$ cat config.mk
export PLATFORM = sky130hd
export DESIGN_NAME = pipe_hazard_sched_flat
export DESIGN_NICKNAME = d
export VERILOG_FILES = /design/src/rtl/pipe_hazard_sched_if.sv /design/src/rtl/pipe_hazard_sched.sv /design/src/flat_wrapper.sv
export SDC_FILE = /design/constraint.sdc
export NUM_CORES = 1
export LEC_CHECK = 0
export ABC_AREA = 1
export CAP_MARGIN = 5
export CORE_MARGIN = 2
export CORE_UTILIZATION = 30
export CTS_BUF_LIST = sky130_fd_sc_hd__clkbuf_2 sky130_fd_sc_hd__clkbuf_4 sky130_fd_sc_hd__clkbuf_8
export DETAILED_ROUTE_END_ITERATION = 7
export GPL_TIMING_DRIVEN = 1
export HOLD_SLACK_MARGIN = 0.1
export SLEW_MARGIN = 25
export SYNTH_ARGS = -nofsm -noshare
export SYNTH_HDL_FRONTEND = slang
export SYNTH_SLANG_ARGS = --single-unit
$ cat constraint.sdc
create_clock -name clk -period 2.44 [get_ports clk]
set_clock_uncertainty 0.1 [all_clocks]
set_input_delay 0.488 -clock clk [delete_from_list [all_inputs] [get_ports clk]]
set_output_delay 0.488 -clock clk [all_outputs]
set_load 0.02 [all_outputs]
$ cat src/rtl/pipe_hazard_sched_if.sv
// Decode-side hazard controls and operand-forward selects
// shared between the pipeline and pipe_hazard_sched.
interface pipe_hazard_sched_if;
    logic [31:0] dec_ir;
    logic        dec_valid;
    logic        ex_taken;
    logic        mem_busy;
    logic        pc_write;
    logic        dec_en;
    logic        if_clear;
    logic        ex_clear;
    logic [1:0]  fwd_a_sel;
    logic [1:0]  fwd_b_sel;
    logic [31:0] stall_cnt;
    logic [31:0] flush_cnt;

    modport master (
        output dec_ir, dec_valid, ex_taken, mem_busy,
        input  pc_write, dec_en, if_clear, ex_clear,
        input  fwd_a_sel, fwd_b_sel, stall_cnt, flush_cnt
    );

    modport slave (
        input  dec_ir, dec_valid, ex_taken, mem_busy,
        output pc_write, dec_en, if_clear, ex_clear,
        output fwd_a_sel, fwd_b_sel, stall_cnt, flush_cnt
    );
endinterface

$ cat src/rtl/pipe_hazard_sched.sv
// OTTER 5-stage stall/flush/forward scheduler with EX/MEM/WB scoreboard.
// Define HZD_PERF_EN to build the stall/flush performance counters.
module pipe_hazard_sched #(
    parameter int LOAD_LAT  = 1,
    parameter int NREG_BITS = 5
) (
    input  logic clk,
    input  logic rst,
    pipe_hazard_sched_if.slave hz
);
    localparam logic [6:0] OP_LUI   = 7'b0110111;
    localparam logic [6:0] OP_AUIPC = 7'b0010111;
    localparam logic [6:0] OP_JAL   = 7'b1101111;
    localparam logic [6:0] OP_BR    = 7'b1100011;
    localparam logic [6:0] OP_ST    = 7'b0100011;
    localparam logic [6:0] OP_OP    = 7'b0110011;
    localparam logic [6:0] OP_LD    = 7'b0000011;
    localparam logic [1:0] LAT_M1   = 2'(LOAD_LAT - 1);

    typedef struct packed {
        logic                 valid;
        logic [NREG_BITS-1:0] rd;
        logic                 is_load;
    } slot_t;

    typedef enum logic [1:0] {RUN, LSTALL, HOLD} state_t;

    state_t state, state_n, saved, saved_n, eff;
    logic [1:0] cnt, cnt_n;
    slot_t sb_ex, sb_mem, sb_wb, dec_slot;

    logic [6:0] opc;
    logic [NREG_BITS-1:0] rs1, rs2, rd;
    logic use1, use2;
    logic ex1, ex2, mem1, mem2, load_use;
    logic [1:0] fa, fb, fwd_a_q, fwd_b_q;
    logic pc_write, dec_en, if_clear, ex_clear;

    assign opc = hz.dec_ir[6:0];
    assign rd  = hz.dec_ir[7 +: NREG_BITS];
    assign rs1 = hz.dec_ir[15 +: NREG_BITS];
    assign rs2 = hz.dec_ir[20 +: NREG_BITS];

    assign use1 = hz.dec_valid && rs1 != '0 &&
                  !(opc == OP_LUI || opc == OP_AUIPC || opc == OP_JAL);
    assign use2 = hz.dec_valid && rs2 != '0 &&
                  (opc == OP_BR || opc == OP_ST || opc == OP_OP);

    assign dec_slot.valid   = hz.dec_valid && rd != '0 &&
                              !(opc == OP_BR || opc == OP_ST);
    assign dec_slot.rd      = rd;
    assign dec_slot.is_load = hz.dec_valid && opc == OP_LD;

    // slot.valid already excludes x0, so x0 can never match
    assign ex1  = use1 && sb_ex.valid  && sb_ex.rd  == rs1;
    assign ex2  = use2 && sb_ex.valid  && sb_ex.rd  == rs2;
    assign mem1 = use1 && sb_mem.valid && sb_mem.rd == rs1;
    assign mem2 = use2 && sb_mem.valid && sb_mem.rd == rs2;

    assign load_use = sb_ex.is_load && (ex1 || ex2);

    assign fa = (ex1 && !sb_ex.is_load) ? 2'b01 :
                mem1                    ? 2'b10 : 2'b00;
    assign fb = (ex2 && !sb_ex.is_load) ? 2'b01 :
                mem2                    ? 2'b10 : 2'b00;

    always_comb begin
        pc_write = 1'b1;
        dec_en   = 1'b1;
        if_clear = 1'b0;
        ex_clear = 1'b0;
        eff      = (state == HOLD) ? saved : state;
        state_n  = eff;
        saved_n  = saved;
        cnt_n    = cnt;
        if (rst) begin
            state_n = RUN;
        end else if (hz.mem_busy) begin
            pc_write = 1'b0;
            dec_en   = 1'b0;
            state_n  = HOLD;
            saved_n  = eff;
        end else if (hz.ex_taken) begin
            if_clear = 1'b1;
            ex_clear = 1'b1;
            state_n  = RUN;
            cnt_n    = '0;
        end else if (eff == LSTALL) begin
            pc_write = 1'b0;
            dec_en   = 1'b0;
            ex_clear = 1'b1;
            cnt_n    = cnt - 2'd1;
            state_n  = (cnt == 2'd1) ? RUN : LSTALL;
        end else if (load_use) begin
            // the detect cycle is the first bubble; LSTALL adds the rest
            pc_write = 1'b0;
            dec_en   = 1'b0;
            ex_clear = 1'b1;
            cnt_n    = LAT_M1;
            state_n  = (LOAD_LAT > 1) ? LSTALL : RUN;
        end
    end

    always_ff @(posedge clk or posedge rst) begin
        if (rst) begin
            state   <= RUN;
            saved   <= RUN;
            cnt     <= '0;
            sb_ex   <= '0;
            sb_mem  <= '0;
            sb_wb   <= '0;
            fwd_a_q <= 2'b00;
            fwd_b_q <= 2'b00;
        end else begin
            state <= state_n;
            saved <= saved_n;
            cnt   <= cnt_n;
            if (!hz.mem_busy) begin
                sb_wb   <= sb_mem;
                sb_mem  <= sb_ex;
                sb_ex   <= ex_clear ? '0 : dec_slot;
                fwd_a_q <= ex_clear ? 2'b00 : fa;
                fwd_b_q <= ex_clear ? 2'b00 : fb;
            end
        end
    end

    assign hz.pc_write  = pc_write;
    assign hz.dec_en    = dec_en;
    assign hz.if_clear  = if_clear;
    assign hz.ex_clear  = ex_clear;
    assign hz.fwd_a_sel = fwd_a_q;
    assign hz.fwd_b_sel = fwd_b_q;

`ifdef HZD_PERF_EN
    logic [31:0] stall_q, flush_q;

    always_ff @(posedge clk or posedge rst) begin
        if (rst) begin
            stall_q <= '0;
            flush_q <= '0;
        end else if (!hz.mem_busy) begin
            if (!pc_write)
                stall_q <= stall_q + 32'd1;
            if (hz.ex_taken)
                flush_q <= flush_q + 32'd1;
        end
    end

    assign hz.stall_cnt = stall_q;
    assign hz.flush_cnt = flush_q;
`else
    assign hz.stall_cnt = '0;
    assign hz.flush_cnt = '0;
`endif
endmodule
$ cat src/flat_wrapper.sv
// flat-port wrapper written by rule: the top's interface ports become plain ports
module pipe_hazard_sched_flat 
#(
    parameter int LOAD_LAT  = 1,
    parameter int NREG_BITS = 5
)
  (clk, rst, hz_dec_ir, hz_dec_valid, hz_ex_taken, hz_mem_busy, hz_pc_write, hz_dec_en, hz_if_clear, hz_ex_clear, hz_fwd_a_sel, hz_fwd_b_sel, hz_stall_cnt, hz_flush_cnt);
  pipe_hazard_sched_if hz_i ();
  input  logic clk;
  input  logic rst;
  input wire logic [$bits(hz_i.dec_ir)-1:0] hz_dec_ir;
  input wire logic [$bits(hz_i.dec_valid)-1:0] hz_dec_valid;
  input wire logic [$bits(hz_i.ex_taken)-1:0] hz_ex_taken;
  input wire logic [$bits(hz_i.mem_busy)-1:0] hz_mem_busy;
  output wire logic [$bits(hz_i.pc_write)-1:0] hz_pc_write;
  output wire logic [$bits(hz_i.dec_en)-1:0] hz_dec_en;
  output wire logic [$bits(hz_i.if_clear)-1:0] hz_if_clear;
  output wire logic [$bits(hz_i.ex_clear)-1:0] hz_ex_clear;
  output wire logic [$bits(hz_i.fwd_a_sel)-1:0] hz_fwd_a_sel;
  output wire logic [$bits(hz_i.fwd_b_sel)-1:0] hz_fwd_b_sel;
  output wire logic [$bits(hz_i.stall_cnt)-1:0] hz_stall_cnt;
  output wire logic [$bits(hz_i.flush_cnt)-1:0] hz_flush_cnt;
  assign hz_i.dec_ir = hz_dec_ir;
  assign hz_i.dec_valid = hz_dec_valid;
  assign hz_i.ex_taken = hz_ex_taken;
  assign hz_i.mem_busy = hz_mem_busy;
  assign hz_pc_write = hz_i.pc_write;
  assign hz_dec_en = hz_i.dec_en;
  assign hz_if_clear = hz_i.if_clear;
  assign hz_ex_clear = hz_i.ex_clear;
  assign hz_fwd_a_sel = hz_i.fwd_a_sel;
  assign hz_fwd_b_sel = hz_i.fwd_b_sel;
  assign hz_stall_cnt = hz_i.stall_cnt;
  assign hz_flush_cnt = hz_i.flush_cnt;
  pipe_hazard_sched #(.LOAD_LAT(LOAD_LAT), .NREG_BITS(NREG_BITS)) u_core (.clk(clk), .rst(rst), .hz(hz_i));
endmodule
---- Word level (Yosys, flattened, before mapping) ----
Cells that the tools add are included.
storage, ports and cells
  bits in registers ....................... 23
  latch bits .............................. 0
  RAM bits ................................ 0
  bits in read-only memories .............. 0
  bits of input ports ..................... 37
  output and inout bits ................... 72
  word-level logic and storage cells ...... 89
  memories ................................ 0
cells by class
  add/subtract/negate cells ............... 1
  $mul .................................... 0
  div/mod/pow operators ................... 0
  order comparisons ....................... 0
  equality and inequality tests ........... 14
  shift-type cells ........................ 0
  muxes and demuxes ....................... 30
  bitwise logic cells ..................... 2
  reduce and logical (&&, ||, !) cells .... 32
operators with widths
  kind                   number
  $mux W2                15
  $eq A7 B6 Y1 const B   3
  $eq A5 B5 Y1           4
  $logic_and A1 B1 Y1    18
  $reduce_bool A5 Y1     3
  $eq A7 B7 Y1 const B   2
  $mux W1                14
  $eq A7 B2 Y1 const B   1
  $eq A7 B5 Y1 const B   1
  $mux W7                1
  $logic_or A1 B1 Y1     5
  $eq A2 B1 Y1 const B   2
  $logic_not A1 Y1       3
  $reduce_and A3 Y1      1
  $reduce_bool A3 Y1     1
  $eq A2 B2 Y1 const B   1
  $not A1 Y1             2
  $reduce_and A2 Y1      1
  $sub A2 B1 Y2 const B  1

---- Depth between registers and ports, before layout ----
  word-level depth ........................ 15
  depth in mapped cells ................... 14

---- Least setup slack after synthesis ----
No wires, ideal clock.
  path type ............................... in2out
  start ................................... in hz_dec_ir[21]
  end ..................................... out hz_pc_write
  arrival time ............................ 1707 ps
  setup slack ............................. 145 ps
  stages .................................. 10
  cell sequence ........................... inv_1 nand2_1 o21ai_0 nor2_1 nand2_1 nand2_1 nand2_2 nand2_1 a21oi_1 buf_4
between the ends
  longest elaborated chain between the ends .. 12
  elaborated cells on any way between the ends .. 13
RTL lines
  what                              RTL line                 source
  start, declared                   flat_wrapper.sv:11       input wire logic [$bits(hz_i.dec_ir)-1:0] hz_dec_ir;
  $reduce_bool A5 Y1                pipe_hazard_sched.sv:46  assign use2 = hz.dec_valid && rs2 != '0 &&
  $logic_and A1 B1 Y1 (2 in a row)  pipe_hazard_sched.sv:46
  $logic_and A1 B1 Y1               pipe_hazard_sched.sv:56  assign ex2 = use2 && sb_ex.valid && sb_ex.rd == rs2;
  $logic_and A1 B1 Y1 *             pipe_hazard_sched.sv:56
  $logic_or A1 B1 Y1 *              pipe_hazard_sched.sv:60  assign load_use = sb_ex.is_load && (ex1 || ex2);
  $logic_and A1 B1 Y1 *             pipe_hazard_sched.sv:60
  $mux W1 * (5 in a row)            --
  end, declared                     flat_wrapper.sv:15       output wire logic [$bits(hz_i.pc_write)-1:0] hz_pc_write;
Every way passes the cells marked *; elsewhere a longest branch is shown, timed or not.

---- Worst setup path in the final report ----
  start ................................... in hz_dec_ir[23]
  end ..................................... out hz_pc_write
between the ends
  longest elaborated chain between the ends .. 12
  elaborated cells on any way between the ends .. 13
RTL lines
  what                              RTL line                 source
  $reduce_bool A5 Y1                pipe_hazard_sched.sv:46
  $logic_and A1 B1 Y1 (2 in a row)  pipe_hazard_sched.sv:46
  $logic_and A1 B1 Y1               pipe_hazard_sched.sv:56
  $logic_and A1 B1 Y1 *             pipe_hazard_sched.sv:56
  $logic_or A1 B1 Y1 *              pipe_hazard_sched.sv:60
  $logic_and A1 B1 Y1 *             pipe_hazard_sched.sv:60
  $mux W1 *                         pipe_hazard_sched.sv:94  end else if (load_use) begin
  $mux W1 *                         pipe_hazard_sched.sv:88  end else if (eff == LSTALL) begin
  $mux W1 *                         pipe_hazard_sched.sv:83  end else if (hz.ex_taken) begin
  $mux W1 *                         pipe_hazard_sched.sv:78  end else if (hz.mem_busy) begin
  $mux W1 *                         pipe_hazard_sched.sv:76  if (rst) begin
Marks and branches as above.

==> run metrics <==
worst hold path startpoint u_core.hz.fwd_b_sel[0]$_DFFE_PP0N_; DRC 8; fin worst setup slack approximately 0.099 ns; CP arrival 1.75 ns; Final setup viols 0; synthesized cell area around 0.0020 sq mm; initial antenna violation count 0; hold path cells 2; die area between 0.007 and 0.008 sq mm; LEAKAGE roughly 1.4 nW; drt via density just over 4; Final Hold Viols 0; worst-skew pair later-pin latency between 0.2 and 0.3 ns; Global Route Usage Sum 11.5%; design area between 0.002 and 0.0025 sq mm; synth top area cells dfrtp_1 (29%), buf_4 (24%), nand2_1 (19%), inv_1 (6.0%), nor2_1 (4.3%); Synth top area share 28.7%; Post-Route WL approximately 4.2 mm; detailed placement HPWL 3.48 mm; Crit-path slowest cell dlygate4sd2_1; post-placement cell count ~430; Finished Layout Cells 436; hold_buf cts 0; GPL Wtd Cong between 0.8 and 0.9; Crit path required time roughly 1.9 ns; Worst R2R Path Depth 14; critical path startpoint category input port; nets around 400; failing checks DRC; GRT overflow 0; FP Rows 29; DP Area about 0.0023 sq mm; RSZ-0062 raised after global routing true; largest net degree at the start of global routing 24; Max Fclk 427 MHz; CTS Sinks 23; cell family with most CP delay buffers and inverters; Core Region between 0.006 and 0.007 sq mm; Yosys warning total 0; remaining antenna violation count 0; R2R Path Start u_core.sb_ex[3]$_DFFE_PP0N_; wire length per cell between 9 and 10 um; maximum vdd drop roughly 190 uV; status finished, violations left; fraction of layout cells with a size suffix above 1 15.0%; largest stage delay on the critical path 0.26 ns; # IOs ~110; CTS tree yes; Max Cap Viol 0; CTS Buffer Depth 2; DP Worst Slack -0.573 ns; Port Buffers 34; R2R Setup Slk 0.69 ns; Mean Syn Cell Area 6.58 sq um; Hold Crit Class reg2reg; Starting DRT DRC Count between 100 and 150; Horiz. Die Dim ~86 um; Setup TNS Final 0 ns; die height ~86 um; register area share after synthesis 28.7%; unique cell type count in the Yosys netlist 25; vias in the first global route between 1500 and 2000; fin crit period between 2 and 2.5 ns; crit end category output pin; worst-path cell chain dlygate4sd2_1, inv_1, nand3_1, o21ai_1, nor2_1, nand2_1, nand2_1, nand2_2, nand2_2, a21oi_4, buf_6; Root Buffer clkbuf_8; Crit Path Class in2out; clk slew on worst S/H paths about 0.08 ns; worst-path maximum fanout 4; number of fillers in the final layout between 700 and 800; global-route wire length before repair slightly below 7 mm; Area Growth Syn to Fin 18.2%; fin crit share between 90% and 100%; Initial Util between 30% and 40%; reg2reg end u_core.sb_ex[0]$_DFFE_PP0N_; clock buffer count from CTS 3; H-tree depth 1; Buf/Inv on CP 3; cells after synthesis ~300; Diodes inserted 0; Yosys reg bits 23; Final Max Tran Viols 0; Yosys top cell by area dfrtp_1; Hold Path End u_core.hz.fwd_b_sel[0]$_DFFE_PP0N_; drt pass-1 iters 8; PD cells ~410 mW/mm^2; Vias approximately 1800
[placed cells by master (no fill, tap or decap), types with 3 or more instances in the layout]
| cell | count |
|---|---|
| clkdlybuf4s15_1 | 3 |
| dfrtp_1 | 23 |
| buf_4 | 22 |
| conb_1 | 64 |
| inv_1 | 26 |
| dlygate4sd2_1 | 9 |
| o211ai_1 | 3 |
| nand2_1 | 101 |
| a21oi_1 | 4 |
| nor2_2 | 3 |
| nor3_1 | 4 |
| nor2_1 | 22 |
| buf_6 | 3 |
| clkdlybuf4s50_1 | 12 |
| clkbuf_8 | 3 |
| inv_2 | 9 |
| clkbuf_2 | 5 |
| o21ai_0 | 8 |
| xor2_1 | 3 |
| nand3_1 | 11 |
| nand2_2 | 6 |
[timing repair]
action / 4_1_cts / 5_1_grt
pin swaps: 6 / 15
setup endpoints to repair: 3 / 4
setup buffers: 1 / 3
resized for setup: 40 / 21
[worst max path at each step]
stage / cells past startpoint / startpoint / end / slack (ns)
4_1_cts: 10 / hz_dec_valid / hz_ex_clear / 0.01
3_5_place_dp: 13 / hz_dec_ir[6] / hz_pc_write / -0.57
3_3_place_gp: 11 / hz_dec_ir[20] / hz_pc_write / -0.58
5_1_grt: 13 / hz_dec_ir[23] / hz_pc_write / -0.04
2_1_floorplan: 10 / hz_dec_ir[21] / hz_pc_write / 0.15
6_report: 11 / hz_dec_ir[23] / hz_pc_write / 0.1
[cells by family (layout without fill, tap and decap cells)]
| family | count (synthesis) | after routing | synth area share (%) |
|---|---|---|---|
| other | 1 | 64 | 0.187 |
| AOI/OAI and AO/OA | 19 | 19 | 5.36 |
| DFF | 23 | 23 | 28.7 |
| adders and majority gates | 1 | 1 | 0.624 |
| and+or+nand+nor | 152 | 152 | 30.9 |
| buffers and inverters | 104 | 95 | 32.0 |
| xor gates and xnor gates | 5 | 5 | 2.18 |
[sequential cells by signal, indices dropped and copies added, names as in the netlist]
register	cells
u_core.hz.fwd_a_sel	2
u_core.hz.fwd_b_sel	2
u_core.saved	2
u_core.state	2
u_core.sb_ex	7
u_core.sb_mem	6
u_core.cnt	2
[tightest hold or removal path, delay by kind of cell, from the launching register on]
kind             cells  cell delay [ns]
and+or+nand+nor      2             0.11
DFF                  1             0.35
[report_power, final]
part / switching, W / internal, W / leakage [nW] / total [W]
sequential: 0.0000256 / 0.000403 / 0.303 / 0.000429
clock: 0.000121 / 0.000128 / 0.0262 / 0.000249
combinational: 0.000197 / 0.0000988 / 1.06 / 0.000296
total: 0.000344 / 0.000630 / 1.39 / 0.000974
[metrics by stage]
step / total power (W) / utilization, % / hold slack (ns)
floorplan: 0.000705 / - / 0.342
global placement: 0.000731 / 35.9 / 0.359
detailed placement: 0.000733 / 35.9 / 0.370
CTS: 0.000975 / 36.5 / 0.391
global route: 0.00104 / 36.9 / 0.408
finish: 0.000974 / 36.9 / 0.383
[synthesized netlist by cell type, drive strengths merged]
| library cell | instances |
|---|---|
| xor2 | 3 |
| inv | 35 |
| nand2 | 107 |
| dfrtp | 23 |
| a21oi | 5 |
| or2 | 1 |
| xnor2 | 2 |
| ha | 1 |
| o22ai | 1 |
| o21ai | 9 |
| a311oi | 1 |
| clkbuf | 3 |
| conb | 1 |
| nand3b | 1 |
| nor3 | 4 |
| buf | 66 |
| o211ai | 3 |
| nand4 | 2 |
| nor4 | 1 |
| nor2 | 25 |
| nand3 | 11 |
[metal layers]
layer,wire length [um],global-route usage (%)
met3,232,2.02
met1,1950,15.3
met4,18,2.60
met2,2010,19.5
met5,0,0
[area by class of cell]
class / instances / area [sq um] / area share [%]
Sequential cell: 23 / 576 / 24.3
Inverter: 35 / 131 / 5.54
Multi-Input combinational cell: 241 / 1040 / 43.9
Tap cell: 77 / 96.3 / 4.06
Clock buffer: 4 / 48.8 / 2.06
Timing Repair Buffer: 56 / 478 / 20.2
No activity file was read; power rests on OpenSTA's default activity.
